==> config.mk <==
export PLATFORM = sky130hd
export DESIGN_NAME = bft_traffic_gen_flat
export DESIGN_NICKNAME = d
export VERILOG_FILES = /design/src/rtl/bft_traffic_gen_if.sv /design/src/rtl/bft_traffic_gen.sv /design/src/flat_wrapper.sv
export SDC_FILE = /design/constraint.sdc
export NUM_CORES = 1
export LEC_CHECK = 0
export CAP_MARGIN = 30
export CORE_MARGIN = 2
export CORE_UTILIZATION = 40
export DETAILED_ROUTE_END_ITERATION = 12
export PLACE_DENSITY_LB_ADDON = 0.15
export REMOVE_ABC_BUFFERS = 1
export SLEW_MARGIN = 15
export SYNTH_ARGS = -nofsm -noshare
export SYNTH_HDL_FRONTEND = slang
export SYNTH_SLANG_ARGS = --single-unit
==> constraint.sdc <==
create_clock -name wbClk -period 4.19 [get_ports wbClk]
set_input_delay 0.419 -clock wbClk [delete_from_list [all_inputs] [get_ports wbClk]]
set_output_delay 0.419 -clock wbClk [all_outputs]
set_load 0.02 [all_outputs]
==> src/rtl/bft_traffic_gen_if.sv <==
// Bus between the traffic generator and the bft wishbone-side ports.
//   wbDataForInput  : generator -> bft, input word valid
//   wbInputData     : generator -> bft, input word
//   ready           : bft -> generator, word accepted this cycle when valid
//   wbWriteOut      : generator -> bft, read-out window enable
//   wbDataForOutput : bft -> generator, returned word valid
//   wbOutputData    : bft -> generator, returned word
//   dutError        : bft -> generator, error flag
interface bft_traffic_gen_if #(
    parameter int DATA_WIDTH = 32
);
    logic                  wbDataForInput;
    logic [DATA_WIDTH-1:0] wbInputData;
    logic                  ready;
    logic                  wbWriteOut;
    logic                  wbDataForOutput;
    logic [DATA_WIDTH-1:0] wbOutputData;
    logic                  dutError;

    modport master (
        output wbDataForInput,
        output wbInputData,
        output wbWriteOut,
        input  ready,
        input  wbDataForOutput,
        input  wbOutputData,
        input  dutError
    );

    modport slave (
        input  wbDataForInput,
        input  wbInputData,
        input  wbWriteOut,
        output ready,
        output wbDataForOutput,
        output wbOutputData,
        output dutError
    );
endinterface

==> src/rtl/bft_traffic_gen.sv <==
// Traffic generator and checker for the bft wishbone-side interface.
// Sends NUM_BURSTS bursts of BURST_LEN patterned words (GAP_CYCLES idle cycles
// before each), opens the read-out window after the first burst, and compares
// every returned word against an independently advanced copy of the pattern.
//
// Ports:
//   wbClk     : clock, rising edge
//   resetN    : asynchronous active-low reset
//   start     : one-cycle run request, honoured in IDLE or DONE
//   mode      : pattern select (0 dec, 1 inc, 2 LFSR, 3 constant), sampled on start
//   busy      : run in progress (GAP/BURST/DRAIN)
//   done      : run complete, held until next start
//   error     : sticky error (mismatch, dutError, overrun, drain timeout)
//   errCount  : saturating mismatch count
//   burstCnt  : completed bursts in current run
//   bus       : master side of bft_traffic_gen_if
//
// state  | meaning
// -------+------------------------------------------------------------
// IDLE   | after reset, waiting for start
// GAP    | idle cycles before a burst (at least one)
// BURST  | presenting words, advancing on valid & ready
// DRAIN  | all bursts sent, waiting for remaining returned words
// DONE   | run finished, done held, waiting for start
module bft_traffic_gen #(
    parameter int                    DATA_WIDTH    = 32,
    parameter int                    BURST_LEN     = 16,
    parameter int                    GAP_CYCLES    = 26,
    parameter int                    NUM_BURSTS    = 100,
    parameter logic [DATA_WIDTH-1:0] SEED          = '0,
    parameter int                    DRAIN_TIMEOUT = 1024
) (
    input  logic                      wbClk,
    input  logic                      resetN,
    input  logic                      start,
    input  logic [1:0]                mode,
    output logic                      busy,
    output logic                      done,
    output logic                      error,
    output logic [15:0]               errCount,
    output logic [15:0]               burstCnt,
    bft_traffic_gen_if.master         bus
);

    localparam logic [2:0] S_IDLE  = 3'd0;
    localparam logic [2:0] S_GAP   = 3'd1;
    localparam logic [2:0] S_BURST = 3'd2;
    localparam logic [2:0] S_DRAIN = 3'd3;
    localparam logic [2:0] S_DONE  = 3'd4;

    localparam logic [1:0] M_LFSR = 2'd2;

    // GAP_CYCLES = 0 still spends one cycle in GAP, hence the clamp.
    localparam int GAP_LOAD  = (GAP_CYCLES > 0) ? GAP_CYCLES - 1 : 0;
    localparam int GAP_W     = (GAP_LOAD > 0) ? $clog2(GAP_LOAD + 1) : 1;
    localparam int WORD_LOAD = (BURST_LEN > 0) ? BURST_LEN - 1 : 0;
    localparam int WORD_W    = (WORD_LOAD > 0) ? $clog2(WORD_LOAD + 1) : 1;
    localparam int DRN_LOAD  = (DRAIN_TIMEOUT > 0) ? DRAIN_TIMEOUT - 1 : 0;
    localparam int DRN_W     = (DRN_LOAD > 0) ? $clog2(DRN_LOAD + 1) : 1;

    localparam logic [31:0]           TOTAL_WORDS = 32'(BURST_LEN * NUM_BURSTS);
    localparam logic [15:0]           BURSTS_LAST = 16'(NUM_BURSTS);
    localparam logic [DATA_WIDTH-1:0] ONE         = DATA_WIDTH'(1);

    function automatic logic [DATA_WIDTH-1:0] advance(input logic [1:0] m,
                                                      input logic [DATA_WIDTH-1:0] p);
        case (m)
            2'd0:    return p - ONE;
            2'd1:    return p + ONE;
            2'd2:    return {p[DATA_WIDTH-2:0], p[DATA_WIDTH-1] ^ p[DATA_WIDTH-2]};
            default: return p;
        endcase
    endfunction

    logic [2:0]            state_q,   state_d;
    logic [1:0]            mode_q,    mode_d;
    logic [DATA_WIDTH-1:0] gen_q,     gen_d;
    logic [DATA_WIDTH-1:0] exp_q,     exp_d;
    logic [GAP_W-1:0]      gap_q,     gap_d;
    logic [WORD_W-1:0]     word_q,    word_d;
    logic [DRN_W-1:0]      drn_q,     drn_d;
    logic [15:0]           burst_q,   burst_d;
    logic [15:0]           err_cnt_q, err_cnt_d;
    logic                  err_q,     err_d;
    logic                  wr_out_q,  wr_out_d;
    logic [31:0]           rx_q,      rx_d;

    logic                  busy_w;
    logic [DATA_WIDTH-1:0] seed_w;

    assign busy_w = (state_q == S_GAP) || (state_q == S_BURST) || (state_q == S_DRAIN);
    // An all-zero LFSR would never leave zero.
    assign seed_w = ((mode == M_LFSR) && (SEED == '0)) ? ONE : SEED;

    always_comb begin
        state_d   = state_q;
        mode_d    = mode_q;
        gen_d     = gen_q;
        exp_d     = exp_q;
        gap_d     = gap_q;
        word_d    = word_q;
        drn_d     = drn_q;
        burst_d   = burst_q;
        err_cnt_d = err_cnt_q;
        err_d     = err_q;
        wr_out_d  = wr_out_q;
        rx_d      = rx_q;

        // Checker runs independently of the sending side whenever a run is active.
        if (busy_w && bus.wbDataForOutput) begin
            rx_d  = rx_q + 32'd1;
            exp_d = advance(mode_q, exp_q);
            if (bus.wbOutputData != exp_q) begin
                err_d = 1'b1;
                if (err_cnt_q != 16'hFFFF) begin
                    err_cnt_d = err_cnt_q + 16'd1;
                end
            end
            if (rx_q >= TOTAL_WORDS) begin
                err_d = 1'b1;
            end
        end

        if (busy_w && bus.dutError) begin
            err_d = 1'b1;
        end

        case (state_q)
            S_IDLE, S_DONE: begin
                if (start) begin
                    state_d   = S_GAP;
                    mode_d    = mode;
                    gen_d     = seed_w;
                    exp_d     = seed_w;
                    gap_d     = GAP_W'(GAP_LOAD);
                    word_d    = '0;
                    burst_d   = '0;
                    err_cnt_d = '0;
                    err_d     = 1'b0;
                    wr_out_d  = 1'b0;
                    rx_d      = '0;
                end
            end
            S_GAP: begin
                if (gap_q == '0) begin
                    state_d = S_BURST;
                    word_d  = WORD_W'(WORD_LOAD);
                end else begin
                    gap_d = gap_q - GAP_W'(1);
                end
            end
            S_BURST: begin
                if (bus.ready) begin
                    gen_d = advance(mode_q, gen_q);
                    if (word_q == '0) begin
                        burst_d  = burst_q + 16'd1;
                        wr_out_d = 1'b1;
                        if ((burst_q + 16'd1) == BURSTS_LAST) begin
                            state_d = S_DRAIN;
                            drn_d   = DRN_W'(DRN_LOAD);
                        end else begin
                            state_d = S_GAP;
                            gap_d   = GAP_W'(GAP_LOAD);
                        end
                    end else begin
                        word_d = word_q - WORD_W'(1);
                    end
                end
            end
            S_DRAIN: begin
                // Final receipt is checked before the timeout so it wins a tie.
                if (rx_d >= TOTAL_WORDS) begin
                    state_d  = S_DONE;
                    wr_out_d = 1'b0;
                end else if (drn_q == '0) begin
                    state_d  = S_DONE;
                    wr_out_d = 1'b0;
                    err_d    = 1'b1;
                end else begin
                    drn_d = drn_q - DRN_W'(1);
                end
            end
            default: begin
                state_d = S_IDLE;
            end
        endcase
    end

    always_ff @(posedge wbClk or negedge resetN) begin
        if (!resetN) begin
            state_q   <= S_IDLE;
            mode_q    <= '0;
            gen_q     <= '0;
            exp_q     <= '0;
            gap_q     <= '0;
            word_q    <= '0;
            drn_q     <= '0;
            burst_q   <= '0;
            err_cnt_q <= '0;
            err_q     <= 1'b0;
            wr_out_q  <= 1'b0;
            rx_q      <= '0;
        end else begin
            state_q   <= state_d;
            mode_q    <= mode_d;
            gen_q     <= gen_d;
            exp_q     <= exp_d;
            gap_q     <= gap_d;
            word_q    <= word_d;
            drn_q     <= drn_d;
            burst_q   <= burst_d;
            err_cnt_q <= err_cnt_d;
            err_q     <= err_d;
            wr_out_q  <= wr_out_d;
            rx_q      <= rx_d;
        end
    end

    assign bus.wbDataForInput = (state_q == S_BURST);
    assign bus.wbInputData    = gen_q;
    assign bus.wbWriteOut     = wr_out_q;
    assign busy               = busy_w;
    assign done               = (state_q == S_DONE);
    assign error              = err_q;
    assign errCount           = err_cnt_q;
    assign burstCnt           = burst_q;

endmodule

==> src/flat_wrapper.sv <==
// flat-port wrapper written by rule: the top's interface ports become plain ports
module bft_traffic_gen_flat 
#(
    parameter int                    DATA_WIDTH    = 32,
    parameter int                    BURST_LEN     = 16,
    parameter int                    GAP_CYCLES    = 26,
    parameter int                    NUM_BURSTS    = 100,
    parameter logic [DATA_WIDTH-1:0] SEED          = '0,
    parameter int                    DRAIN_TIMEOUT = 1024
)
  (wbClk, resetN, start, mode, busy, done, error, errCount, burstCnt, bus_wbDataForInput, bus_wbInputData, bus_wbWriteOut, bus_ready, bus_wbDataForOutput, bus_wbOutputData, bus_dutError);
  bft_traffic_gen_if #(.DATA_WIDTH(DATA_WIDTH)) bus_i ();
  input  logic wbClk;
  input  logic resetN;
  input  logic start;
  input  logic [1:0] mode;
  output logic busy;
  output logic done;
  output logic error;
  output logic [15:0] errCount;
  output logic [15:0] burstCnt;
  output wire logic [$bits(bus_i.wbDataForInput)-1:0] bus_wbDataForInput;
  output wire logic [$bits(bus_i.wbInputData)-1:0] bus_wbInputData;
  output wire logic [$bits(bus_i.wbWriteOut)-1:0] bus_wbWriteOut;
  input wire logic [$bits(bus_i.ready)-1:0] bus_ready;
  input wire logic [$bits(bus_i.wbDataForOutput)-1:0] bus_wbDataForOutput;
  input wire logic [$bits(bus_i.wbOutputData)-1:0] bus_wbOutputData;
  input wire logic [$bits(bus_i.dutError)-1:0] bus_dutError;
  assign bus_wbDataForInput = bus_i.wbDataForInput;
  assign bus_wbInputData = bus_i.wbInputData;
  assign bus_wbWriteOut = bus_i.wbWriteOut;
  assign bus_i.ready = bus_ready;
  assign bus_i.wbDataForOutput = bus_wbDataForOutput;
  assign bus_i.wbOutputData = bus_wbOutputData;
  assign bus_i.dutError = bus_dutError;
  bft_traffic_gen #(.DATA_WIDTH(DATA_WIDTH), .BURST_LEN(BURST_LEN), .GAP_CYCLES(GAP_CYCLES), .NUM_BURSTS(NUM_BURSTS), .SEED(SEED), .DRAIN_TIMEOUT(DRAIN_TIMEOUT)) u_core (.wbClk(wbClk), .resetN(resetN), .start(start), .mode(mode), .busy(busy), .done(done), .error(error), .errCount(errCount), .burstCnt(burstCnt), .bus(bus_i));
endmodule
Word-level counts from Yosys, hierarchy flattened
Index checks and enable logic that the tools add are counted.
Word-level totals
  bits in registers: 154
  bits of input ports: 40
  output and inout bits: 69
  logic and storage cells: 130
Operators by class
  $add $sub $neg: 10
  order comparisons: 2
  eq/ne operators: 22
  mux-type cells: 60
  bitwise operators: 2
  reduce and logical (&&, ||, !) cells: 22
Operators by type and width (number)
  32-bit 2-to-1 mux: 8
  32-bit one-hot mux with 3 select lines: 2
  16-bit 2-to-1 mux: 8
  32-bit by 1-bit adder with 32-bit output (second input constant): 3
  32-bit by 11-bit >= comparator with 1-bit output (second input constant): 2
  32-bit one-hot mux with 2 select lines: 1
  32-bit by 1-bit subtractor with 32-bit output (second input constant): 2
  10-bit 2-to-1 mux: 5
  16-bit by 1-bit adder with 16-bit output (second input constant): 2
  32-bit inequality test: 1
  16-bit one-hot mux with 2 select lines: 1
  5-bit 2-to-1 mux: 5
  10-bit one-hot mux with 2 select lines: 1
  3-bit 2-to-1 mux: 6
  16-bit by 7-bit equality test with 1-bit output (second input constant): 1
  4-bit 2-to-1 mux: 4
  16-bit inequality test (second input constant): 1
  5-bit one-hot mux with 3 select lines: 1
  5-bit AND reduction: 3
  2-bit inequality test (second input constant): 7
  1-bit 2-to-1 mux: 13
  3-bit one-hot mux with 4 select lines: 1
  4-bit one-hot mux with 3 select lines: 1
  6-bit AND reduction: 2
  27 further kinds: 37

Longest topological paths before layout
  depth after elaboration: 9
  mapped depth: 15

Worst setup path after synthesis
No wires, ideal clock.
  path kind: reg2reg
  start point: reg u_core.mode_q[1]
  end point: reg u_core.exp_q[31]
  arrival time: 4.206 ns
  required time: 4.121 ns
  path slack: -0.086 ns
  stages on the path, launching flop included: 15
  buffers on the path: 0
  clock period less this slack: 4.276 ns
  cells stage by stage: dfrtp_1 inv_1 ha_1 inv_1 ha_1 a2111oi_0 o21ai_0 nand3_1 a211oi_1 or2_2 o41ai_1 o41ai_1 xnor2_1 nor4b_1 nand3b_1
Between the ends
  cells in the longest elaborated chain, start to end: 5
RTL lines
  from (decl): line bft_traffic_gen.sv:76  | logic [1:0] mode_q, mode_d;
  from (signal assigned): line bft_traffic_gen.sv:205  | mode_q <= mode_d;
  2-bit equality test (tied with other cells): line bft_traffic_gen.sv:67  | case (m)
  32-bit one-hot mux with 3 select lines (*): line bft_traffic_gen.sv:67
  32-bit 2-to-1 mux (*): line bft_traffic_gen.sv:110  | if (busy_w && bus.wbDataForOutput) begin
  32-bit 2-to-1 mux: line bft_traffic_gen.sv:130  | if (start) begin
  32-bit 2-to-1 mux (*): line bft_traffic_gen.sv:128  | case (state_q)
  named net u_core.exp_d[31]: line bft_traffic_gen.sv:78  | logic [DATA_WIDTH-1:0] exp_q, exp_d;
  to (signal assigned): line bft_traffic_gen.sv:207  | exp_q <= exp_d;
  to (decl): line bft_traffic_gen.sv:78
Mark *: on every way through the listed nets, which the timed path passes. The rest lies on a longest branch.
A chain may end at the register's enable or synchronous reset.

Final worst setup path
Ends and elaborated chain as after synthesis.

==> impl_summary.md <==
Worst setup path
The kind of cell adding the most delay to the critical path is compound AO/OA/AOI/OAI gates. The worst setup path is captured at a flop. Of all nets on the critical path, the largest fanout is 22. The master of the slowest instance on the critical path is sky130_fd_sc_hd__o41ai_1. The largest stage delay on the critical path is 540 ps. For the worst flop-to-flop path, the logic depth is 15.

Traced cell by cell, the critical path runs through inv_1 -> ha_1 -> inv_4 -> buf_4 -> ha_1 -> a21oi_1 -> o211ai_1 -> o21ai_0 -> a211oi_1 -> or2_2 -> o41ai_1 -> o41ai_1 -> xnor2_1 -> nor4b_1 -> nand3b_1. Data arrives at the worst endpoint at 4200 ps. The category of the critical setup timing path is flop to flop. The kind of start point of the critical path is a flop.

The number of buffer and inverter stages on the critical path is 3. The required time of the critical path is 4560 ps. The number of logic stages on the critical path including buffering is 15.

Synth
Sequential elements use 33.0% of the synthesized area. During synthesis, Yosys emitted a total of 0 warnings. By area the synthesized netlist is led by sky130_fd_sc_hd__dfrtp_1, sky130_fd_sc_hd__ha_1, sky130_fd_sc_hd__xnor2_1, sky130_fd_sc_hd__o21ai_0, sky130_fd_sc_hd__nor2_1. The most common cell in the synthesized netlist is sky130_fd_sc_hd__dfrtp_1. In the synthesized netlist, the cells that appear most often are sky130_fd_sc_hd__dfrtp_1, sky130_fd_sc_hd__nor2_1, sky130_fd_sc_hd__o21ai_0. A synthesized cell averages 8.31 um^2.

After Yosys synthesis, XOR and XNOR cells account for 10.4% of the synthesized area. The synthesized netlist devotes 21.1% of its cell area to compound gates. The portion of synthesized area spent on multiplexers is 1.14%. The synthesized netlist occupies a cell area of 0.0117 mm^2. The share of flip-flops with an asynchronous set or reset after synthesis is 100%. Counting every instance in the synthesized netlist gives 1405. The share of synthesized cell area in and, or, nand and nor gates is 22.3%. Counting distinct cell types in the post-synthesis netlist gives 80. The top cell type by area accounts for 33.0% of the synthesized area.

For this run, the leading register cell type out of synthesis is sky130_fd_sc_hd__dfrtp_1. Counting flops with a built-in enable in the synthesized netlist gives 0. Of the total synthesized cell area, the portion taken by full adders, half adders and majority gates is 8.17%. By area, the combinational part of the netlist is dominated by simple AND/OR/NAND/NOR gates.

The synthesized design spends more area on one cell type than any other, namely sky130_fd_sc_hd__dfrtp_1. In this run, synthesis produced a sequential element count of 154.

Floorplan
The die extent in y is 175 um. The cell row count is 62. The die footprint is 0.0306 mm^2. Once the floorplan was initialized, standard cells occupied 40.7% of the core. Measured along the x axis, the die boundary spans 175 um. The number of ports placed on the die boundary is 109.

The standard cell core area is 0.0287 mm^2.

Power
For this design the ratio of total power to cell area is 757 mW/mm^2. In this run the static leakage power is 0.00582 uW. The peak supply drop is 333 uV.

Detailed routing
The first detailed-routing pass took 5 iterations. In this run the remaining antenna-violating nets after routing total 0. The final routed DRC violation total is 0.

The via density per instance is 5.65. The final layout contains routed wiring with a total length of 31800 um. The count of vias placed by the detailed router is 10700. The detailed router finished its first iteration with 620 violations.

The wire length per cell after detailed routing is 16.8 um.

Worst hold path
The min-delay analysis places its worst path in the category primary input to asynchronous set/reset pin.

Placed design
After detailed placement, the design holds a cell count of 1855. The count of buffers inserted at the top-level ports is 108. The total half-perimeter wirelength after legalization and detailed placement is 22200 um. The area of placed instances is 0.0131 mm^2. The congestion estimate from routability-driven global placement came to 0.911.

STA
The total of endpoints with negative setup slack in the final report is 0. For the finished layout, the period the worst path requires is 3830 ps. Static timing analysis puts the maximum clock frequency at 261 MHz.

The final cycle utilization of the critical path is 91.4%. Setup repair after global routing left no endpoint under its margin. The tightest slew margin relative to the limit is 40.3%. The maximum clock skew at final layout is 17.3 ps. The number of failing hold endpoints at the final stage is 0. For the pin with the worst max-slew slack, the measured transition is 893 ps.

The final number of max-transition violations was 0.

Clock tree
The clock latency on the worst-skew pair is 440 ps. The clock-pin slew on the worst setup and hold paths is 70 ps. TritonCTS built the clock tree. The clock tree synthesis step divided the H-tree into 4 levels. Clock tree synthesis inserted a total of 17 buffers.

The tree built by TritonCTS fans out to 154 sinks. The number of buffers inserted by post-CTS setup repair is 0. The longest clock path from root to sink contains 2 buffers. The root buffer cell chosen for the clock tree is sky130_fd_sc_hd__clkbuf_16.

Layout
The number of antenna diodes in the final layout is 0. Summing all non-filler instances in the final layout gives an area of 0.0137 mm^2. The finished layout holds 1887 standard cells, fillers aside. Relative to the synthesized area, the layout overhead comes to 17.5%. The storage element area is 0.00385 mm^2. The total number of nets in the final design is 1605. The fraction of final layout cells with drive strength greater than 1 is 5.99%. The area of the multi-input gates is 0.00737 mm^2. The layout has 2767 filler cells. The final core utilization is 47.8%.

Global routing
For this run the aggregate overflow at the end of global routing stands at 0. The largest net degree at the start of global routing is 88. The via count of the first global-routing pass is 10200. The number of antenna violations at the first check in global routing came to 0. The global-route wire length before repair is 52200 um.

The global-route usage over all layers is 20.9%.

Outcome
The run finished with clean final reports.

Job
Max-cap violations in this run came to 0.
[worst paths after layout]
kind / start / to / slack [ps]
setup / recovery: u_core.mode_q[1]$_DFFE_PN0P_ / u_core.exp_q[31]$_DFF_PN0_ / 360
hold / removal: resetN / u_core.exp_q[22]$_DFF_PN0_ / 6
setup reg to reg: u_core.mode_q[1]$_DFFE_PN0P_ / u_core.exp_q[31]$_DFF_PN0_ / 360
hold reg to reg: u_core.drn_q[9]$_DFFE_PN0P_ / u_core.drn_q[9]$_DFFE_PN0P_ / 520
max in group asynchronous: resetN / u_core.bus.wbInputData[16]$_DFFE_PN0P_ / 3280
min in group wbClk: u_core.drn_q[9]$_DFFE_PN0P_ / u_core.drn_q[9]$_DFFE_PN0P_ / 520
[area by class of cell]
| type | instances | share of cell area, % |
|---|---|---|
| Inverter | 43 | 1.19 |
| Sequential cell | 154 | 28.1 |
| Tap cell | 384 | 3.50 |
| Multi-Input combinational cell | 1144 | 53.7 |
| Clock inverter | 14 | 1.09 |
| Timing Repair Buffer | 130 | 9.19 |
| Clock buffer | 18 | 3.20 |
[through the flow]
| stage | hold WS [ps] | worst slack [ps] | power [uW] | TNS [ps] |
|---|---|---|---|---|
| finish | 6.20 | 358 | 10400 | 0 |
| global route | 85.2 | 17.3 | 11400 | 0 |
| CTS | 68.7 | 268 | 10400 | 0 |
| detailed placement | 497 | 278 | 8720 | 0 |
| global placement | 492 | 413 | 8690 | 0 |
| floorplan | 123 | -93.2 | 7110 | -188 |
[layer usage]
metal,up-vias,share of wire (%),track usage (%)
met4,0,2.1,5.94
met5,-,0,0
li1,5283,-,-
met1,5095,48,29.0
met3,35,4.3,3.39
met2,247,45,33.6
[registers in the layout, indices dropped and copies added, names as in the netlist]
| signal | flops |
|---|---|
| u_core.exp_q | 32 |
| u_core.burstCnt | 16 |
| u_core.drn_q | 10 |
| u_core.mode_q | 2 |
| u_core.bus.wbInputData | 32 |
| u_core.gap_q | 5 |
| u_core.word_q | 4 |
| u_core.rx_q | 32 |
| u_core.errCount | 16 |
| u_core.state_q | 3 |
| u_core.bus.wbWriteOut | 1 |
| u_core.error | 1 |
[logic make-up after synthesis]
group	count (synthesis)
compound gates	391
xor+xnor	138
fa+ha+maj	75
buf+inv	107
flops	154
mux	13
simple gates	527
[power by group]
group | internal (uW) | leakage (uW) | switching (uW) | total, uW
clock | 863 | 0.000294 | 744 | 1610
sequential | 1870 | 0.00201 | 492 | 2360
combinational | 2760 | 0.00352 | 3650 | 6410
total | 5490 | 0.00582 | 4890 | 10400
[placed cells by master (no fill, tap or decap), drive strengths merged, types with 5 or more instances in the layout]
master and count:
or2 6, o21a 8, and3 24, nor3 41
clkbuf 18, a221oi 24, nor4 17, inv 51
nand2 110, xor2 54, nand4 37, clkinv 5
and4 5, a21o 29, or3 12, o21ai 125
nand2b 11, nor2 151, a21oi 96, ha 73
mux2i 11, xnor2 84, clkdlybuf4s50 107, o211ai 10
buf 23, and2 12, nor2b 16, dfrtp 154
nand3 72, o31ai 12, a31oi 16, o31a 5
a211oi 12, o21bai 11, a32oi 5
[timing repair]
action                     4_1_cts  5_1_grt
resized for setup                0        3
setup endpoints to repair        0        3
hold buffers                     0        0
Power figures use the tool's default switching activity.
